### src/rtl/send_data_fsm.sv
// ============================================================================
// Module      : send_data_fsm
// Description : Streams a snapshotted datapath frame followed by a data memory
//               dump over a byte-wide UART transmit handshake.
// Revision    : 1.0 - initial release
// ============================================================================
`default_nettype none

module send_data_fsm #(
  parameter int UART_BITS       = 8,
  parameter int PROC_BITS       = 32,
  parameter int FRAME_BYTES     = 64,
  parameter int MEM_WORDS       = 32,
  parameter int DATA_ADDRS_BITS = 7
) (
  input  logic                             clk,
  input  logic                             rst,
  input  logic                             i_start,
  input  logic [FRAME_BYTES*UART_BITS-1:0] i_frame,
  input  logic [PROC_BITS-1:0]             i_mem_data,
  input  logic                             i_tx_done,
  output logic                             o_tx_start,
  output logic [UART_BITS-1:0]             o_tx_data,
  output logic                             o_debug_read_data,
  output logic [DATA_ADDRS_BITS-1:0]       o_debug_read_address,
  output logic                             o_busy,
  output logic                             o_done
);

  localparam int FRAME_W    = FRAME_BYTES * UART_BITS;
  localparam int WORD_BYTES = PROC_BITS / UART_BITS;
  localparam int KW         = (FRAME_BYTES > 1) ? $clog2(FRAME_BYTES) : 1;
  localparam int BW         = (WORD_BYTES > 1) ? $clog2(WORD_BYTES) : 1;

  localparam logic [KW-1:0]              K_LAST = KW'(FRAME_BYTES - 1);
  localparam logic [BW-1:0]              B_LAST = BW'(WORD_BYTES - 1);
  localparam logic [DATA_ADDRS_BITS-1:0] W_LAST = DATA_ADDRS_BITS'(MEM_WORDS - 1);

  typedef enum logic [2:0] {
    IDLE        = 3'd0,
    SEND_FRAME  = 3'd1,
    WAIT_FRAME  = 3'd2,
    MEM_READ    = 3'd3,
    MEM_CAPTURE = 3'd4,
    SEND_MEM    = 3'd5,
    WAIT_MEM    = 3'd6,
    DONE        = 3'd7
  } state_t;

  state_t                     state_q, state_d;
  logic [FRAME_W-1:0]         frame_q, frame_d;
  logic [PROC_BITS-1:0]       word_q, word_d;
  logic [KW-1:0]              k_q, k_d;
  logic [BW-1:0]              b_q, b_d;
  logic [DATA_ADDRS_BITS-1:0] w_q, w_d;

  logic                       tx_start_w;
  logic [UART_BITS-1:0]       tx_data_w;
  logic                       rd_en_w;
  logic [DATA_ADDRS_BITS-1:0] rd_addr_w;
  logic                       busy_w;
  logic                       done_w;

  always_ff @(posedge clk) begin
    if (!rst) begin
      state_q <= IDLE;
      frame_q <= '0;
      word_q  <= '0;
      k_q     <= '0;
      b_q     <= '0;
      w_q     <= '0;
    end else begin
      state_q <= state_d;
      frame_q <= frame_d;
      word_q  <= word_d;
      k_q     <= k_d;
      b_q     <= b_d;
      w_q     <= w_d;
    end
  end

  // Frame and word registers shift left per byte, so the byte on the wire is
  // always the top slice and stays put until the next advance.
  always_comb begin
    state_d    = state_q;
    frame_d    = frame_q;
    word_d     = word_q;
    k_d        = k_q;
    b_d        = b_q;
    w_d        = w_q;
    tx_start_w = 1'b0;
    tx_data_w  = '0;
    rd_en_w    = 1'b0;
    rd_addr_w  = '0;
    busy_w     = 1'b1;
    done_w     = 1'b0;

    case (state_q)
      IDLE: begin
        busy_w = 1'b0;
        if (i_start) begin
          frame_d = i_frame;
          k_d     = '0;
          state_d = SEND_FRAME;
        end
      end
      SEND_FRAME: begin
        tx_start_w = 1'b1;
        tx_data_w  = frame_q[FRAME_W-1 -: UART_BITS];
        state_d    = WAIT_FRAME;
      end
      WAIT_FRAME: begin
        tx_data_w = frame_q[FRAME_W-1 -: UART_BITS];
        if (i_tx_done) begin
          if (k_q < K_LAST) begin
            k_d     = k_q + KW'(1);
            frame_d = frame_q << UART_BITS;
            state_d = SEND_FRAME;
          end else begin
            w_d     = '0;
            state_d = MEM_READ;
          end
        end
      end
      MEM_READ: begin
        rd_en_w   = 1'b1;
        rd_addr_w = w_q;
        state_d   = MEM_CAPTURE;
      end
      MEM_CAPTURE: begin
        rd_en_w   = 1'b1;
        rd_addr_w = w_q;
        word_d    = i_mem_data;
        b_d       = '0;
        state_d   = SEND_MEM;
      end
      SEND_MEM: begin
        tx_start_w = 1'b1;
        tx_data_w  = word_q[PROC_BITS-1 -: UART_BITS];
        state_d    = WAIT_MEM;
      end
      WAIT_MEM: begin
        tx_data_w = word_q[PROC_BITS-1 -: UART_BITS];
        if (i_tx_done) begin
          if (b_q < B_LAST) begin
            b_d     = b_q + BW'(1);
            word_d  = word_q << UART_BITS;
            state_d = SEND_MEM;
          end else if (w_q < W_LAST) begin
            w_d     = w_q + DATA_ADDRS_BITS'(1);
            state_d = MEM_READ;
          end else begin
            state_d = DONE;
          end
        end
      end
      DONE: begin
        done_w  = 1'b1;
        state_d = IDLE;
      end
      default: state_d = IDLE;
    endcase
  end

  // Outputs are held low while reset is asserted, not just after the edge.
  assign o_tx_start           = tx_start_w & rst;
  assign o_tx_data            = tx_data_w & {UART_BITS{rst}};
  assign o_debug_read_data    = rd_en_w & rst;
  assign o_debug_read_address = rd_addr_w & {DATA_ADDRS_BITS{rst}};
  assign o_busy               = busy_w & rst;
  assign o_done               = done_w & rst;

endmodule

`default_nettype wire

### config.mk
export PLATFORM = sky130hd
export DESIGN_NAME = send_data_fsm
export DESIGN_NICKNAME = d
export VERILOG_FILES = /design/src/rtl/send_data_fsm.sv
export SDC_FILE = /design/constraint.sdc
export NUM_CORES = 1
export LEC_CHECK = 0
export CAP_MARGIN = 10
export CORE_AREA = 2 2 221 223
export DETAILED_ROUTE_END_ITERATION = 8
export DIE_AREA = 0 0 223 225
export PLACE_DENSITY = 0.81
export SKIP_LAST_GASP = 1
export SLEW_MARGIN = 20
export SYNTH_ARGS = -nofsm -noshare
export SYNTH_HDL_FRONTEND = slang
export SYNTH_SLANG_ARGS = --single-unit
### constraint.sdc
create_clock -name clk -period 6.58 [get_ports clk]
set_clock_uncertainty 0.2 [all_clocks]
set_input_delay 1.974 -clock clk [delete_from_list [all_inputs] [get_ports clk]]
set_output_delay 1.974 -clock clk [all_outputs]
set_load 0.01 [all_outputs]
# Word-level counts from Yosys, hierarchy flattened
# Cells that the tools add are included.
[classes] reduce_logical=12 n_eq_ne=15 magnitude_cmp=3 muxes=33 n_bitwise=6 addsub=3
[op_table] op="two-way mux 512 bit" n=3
[op_table] op="case mux 512 bit (2 select lines)" n=1
[op_table] op="two-way mux 32 bit" n=2
[op_table] op="case mux 32 bit (2 select lines)" n=1
[op_table] op="two-way mux 7 bit" n=6
[op_table] op="case mux 3 bit (8 select lines)" n=1
[op_table] op="two-way mux 6 bit" n=3
[op_table] op="inequality test 2 bit (second input constant)" n=8
[op_table] op="case mux 8 bit (2 select lines)" n=1
[op_table] op="two-way mux 3 bit" n=5
[op_table] op="case mux 7 bit (2 select lines)" n=1
[op_table] op="== test 3 bit (second input constant)" n=4
[op_table] op="case mux 6 bit (2 select lines)" n=1
[op_table] op="bitwise AND 8 bit" n=1
[op_table] op="OR reduction 2 bit" n=4
[op_table] op="adder 7 x 1 -> 7 bit (second input constant)" n=1
[op_table] op="bitwise AND 7 bit" n=1
[op_table] op="less-than comparator 7 x 5 -> 1 bit (second input constant)" n=1
[op_table] op="adder 6 x 1 -> 6 bit (second input constant)" n=1
[op_table] op="== test 3 x 2 -> 1 bit (second input constant)" n=2
[op_table] op="less-than comparator 6 bit (second input constant)" n=1
[op_table] op="two-way mux 2 bit" n=3
[op_table] op="AND reduction 3 bit" n=2
[op_table] op="AND reduction 6 bit" n=1
[op_table] op="9 further kinds" n=17
[totals] regBits=562 output_inout_bits=19 input_bits=548 elab_cells=78

# Longest topological paths before layout
# Gate-level depths: netlist of run 1.
[depth] ltp_word=5 depth_mapped=8 depth_no_buf=5

# Worst setup path before layout of run 1
# Ideal clock, no wire load.
[synth_path] kind="in2out" startpoint="input rst" endpoint="output o_busy" required_ps=4406 path_stages=5 arrival_ps=2951 path_slack_ps=1455 path_cell_list="clkbuf_1 inv_2 clkbuf_1 buf_1 nor2_1"
[synth_between] elab_chain_len=1
[synth_rtl] item="start, declared" line_no="17" text="input logic rst,"
[synth_rtl] item="bitwise AND 1 bit" line_no="170" text="assign o_busy = busy_w & rst;"
[synth_rtl] item="end, declared" line_no="26" text="output logic o_busy,"
# No other way between the ends.

# Worst setup path in the final report of run 1
[layout_path] startpoint="input rst" endpoint="output o_tx_data[4]"
[layout_between] elab_chain_len=1
[layout_rtl] item="bitwise AND 8 bit" line_no="167" text="assign o_tx_data = tx_data_w & {UART_BITS{rst}};"
[layout_rtl] item="end, declared" line_no="23" text="output logic [UART_BITS-1:0] o_tx_data,"
# No other way between the ends.

==> metrics.cfg, run 1 <==
[cts]
root_buffer=clkbuf_16
path_clk_slew_ps=60
cts_tree=done
post_cts_buffers=0
cts_hold_buffers=0
htree_num_levels=2
cts_buffers=57
clk_path_buf_depth=3
cts_resized=0
clk-insertion-delay-late_ps=600
cts_sinks=562

[die]
std_cell_rows=80
dieArea_um2=50180
io_pins=567
die_w_um=223
core_area_um2=47550
start_util_pct=50.68
die_h_um=225

[synth]
synth_top_cell_by_area=dfxtp_1
synthesis.area_um2=24100
ys_ff_latch=562
ys_top_cells_by_count=nand2_1 (1075), dfxtp_1 (562), nor2_1 (561)
ys_types=49
synth_flop_cell=dfxtp_1
synth_edf_count=0
ys.warnings.count=0
yosysSeqAreaShare_pct=46.69
synth.area.top_cells=dfxtp_1 (47%), a311oi_1 (19%), nand2_1 (17%), nor2_1 (8.7%), clkbuf_1 (2.9%)
async_reset_ff_share_pct=0
syn_inst=3136
synth_nets=3687
yosysMostFrequentCell=nand2_1
synth.top_cell.area_share_pct=46.69
postSynthAreaPerCell_um2=7.684

[worst_setup_path]
path_class=in -> out
path_cells=clkdlybuf4s50_1, inv_8, a21o_1, nor2_1, clkdlybuf4s50_1
slowest_delay_ps=930
path_buf_inv=3
critical_path_depth=5
cp_max_fo=10
end_kind=output pin
crit_arrival_ps=3990
timing.critical_path.required_ps=4410
cp_top_family=buffers and inverters
rr_worst_depth=4
cpMostUsedCell=clkdlybuf4s50_1
cp_slowest_cell=clkdlybuf4s50_1
setup.worst_path.start_class=input port

[placement]
port_buffers=566
gp_congestion=0.8793
dpl.hpwl_um=50140
dp_worst_setup_slack_ps=461.0

[timing]
slew_viol_final=0
whs_ps=266.6
max_slew_margin_pct=25.51
setup_viol=0
rsz0062_at_grt=no
tightest_slew_ps=1117
fmax_mhz=162.2
period_needed_ps=6167
tns_ps=0
period_share_pct=93.72
worst_slack_ps=413.1
finalHoldViolCount=0

[drt]
drc=0
wl_per_cell_um=18.00
drt_iter0_drc=2304
wl_um=74930
drtAntennaViolNets=0
drt_pass1_iterations=5
viasPerCell=5.754
vias=23950

[power]
cellLeakagePower_nw=11.89
max-vdd-ir-drop_uv=190.3
powerDensity_nw_per_um2=283.4

[status]
outcome=complete, no violations

[global_routing]
antenna_found_initial=26
grt_max_degree=221
grt_pass1_vias=22540
grt_pass1_wl_um=116300
grt_overflow=0
grt_util_all_layers_pct=28.35

[layout]
area_growth_pct=31.18
multiInputGateArea_um2=11580
nNetsFinal=4037
final_layout_size_suffix_gt1_share_pct=3.657
fill_cells=3901
register_area_um2=11250

[flow_run]
cap_viol_max_count=0

[min_path]
holdPathStages=2
hold_class=reg -> reg

[power breakdown]
part	switching, mW	internal (mW)
clock	1.34	1.92
combinational	0.877	0.740
sequential	0.241	3.84
[path summary, 6_finish.rpt]
path / startpoint / endpoint / slack [ps]
setup / recovery: rst / o_tx_data[4] / 410
hold / removal: frame_q[275]$_SDFFE_PN0P_ / frame_q[283]$_SDFFE_PN0P_ / 270
setup reg to reg: state_q[2]$_SDFFE_PN0P_ / frame_q[457]$_SDFFE_PN0P_ / 3250
hold reg to reg: frame_q[275]$_SDFFE_PN0P_ / frame_q[283]$_SDFFE_PN0P_ / 270
[cells in the final DEF (no fill, tap or decap), types with 5 or more instances in the layout]
cell type / instances
a22oi_1: 9
nand2_1: 1075
nand2b_1: 5
clkdlybuf4s50_1: 566
a22o_1: 8
buf_4: 12
clkbuf_1: 10
a21oi_1: 10
and2_1: 7
a311oi_1: 529
dfxtp_1: 562
clkinv_2: 11
buf_12: 12
mux2i_1: 9
nor2_1: 560
diode_2: 21
clkbuf_8: 16
clkbuf_16: 57
[metrics by stage]
step           power, mW  instance area (µm²)  instances  util [%]
6_report           8.959                31610       4163     66.48
5_1_grt            9.352                31600       4159     66.46
4_1_cts            8.984                31530       4141     66.31
3_5_place_dp       5.737                29650       4041     62.37
3_3_place_gp       5.664                29610       4039     62.27
2_1_floorplan      5.135                24100       3136         -
[logic make-up (layout without fill, tap and decap cells)]
group	Yosys count	count (layout)	synth area share (%)
simple gates	1676	1676	26.61
compound gates	579	579	20.70
flops	562	562	46.69
buf+inv	305	696	5.385
mux	10	10	0.4206
fa+ha+maj	3	3	0.1558
xor+xnor	1	1	0.03636
other cells	0	21	0
[state kept, by name, summed over array words and instances (netlist names)]
register  cells
frame_q     512
word_q       32
w_q           7
k_q           6
state_q       3
b_q           2
[metal layers]
| layer | GRT usage, % | up-vias | share of wire [%] |
|---|---|---|---|
| met2 | 46.99 | 900 | 47 |
| met5 | 0 | - | 0.11 |
| met3 | 6.936 | 171 | 8.1 |
| met1 | 34.82 | 11230 | 40 |
| li1 | - | 11640 | - |
| met4 | 13.23 | 12 | 4.1 |
[cell type report]
type	instances	share of cell area, %
Antenna cell	21	0.1663
Clock buffer	83	5.328
Clock inverter	17	0.6017
Inverter	3	0.05938
Multi-Input combinational cell	2269	36.62
Sequential cell	562	35.60
Tap cell	615	2.434
Timing Repair Buffer	593	19.19
[worst min-delay path, stage by stage, from the launching register on]
cell      delay (ps)
dfxtp_1          310
nand2_1           50
a311oi_1          70
Note: power is estimated with default switching activity, not from simulation.
==> run 2: changes to the inputs <==
- CAP_MARGIN: 10 -> 20
==> results of run 2 <==
No change in the layout: final DEF, timing and power equal those of run 1.
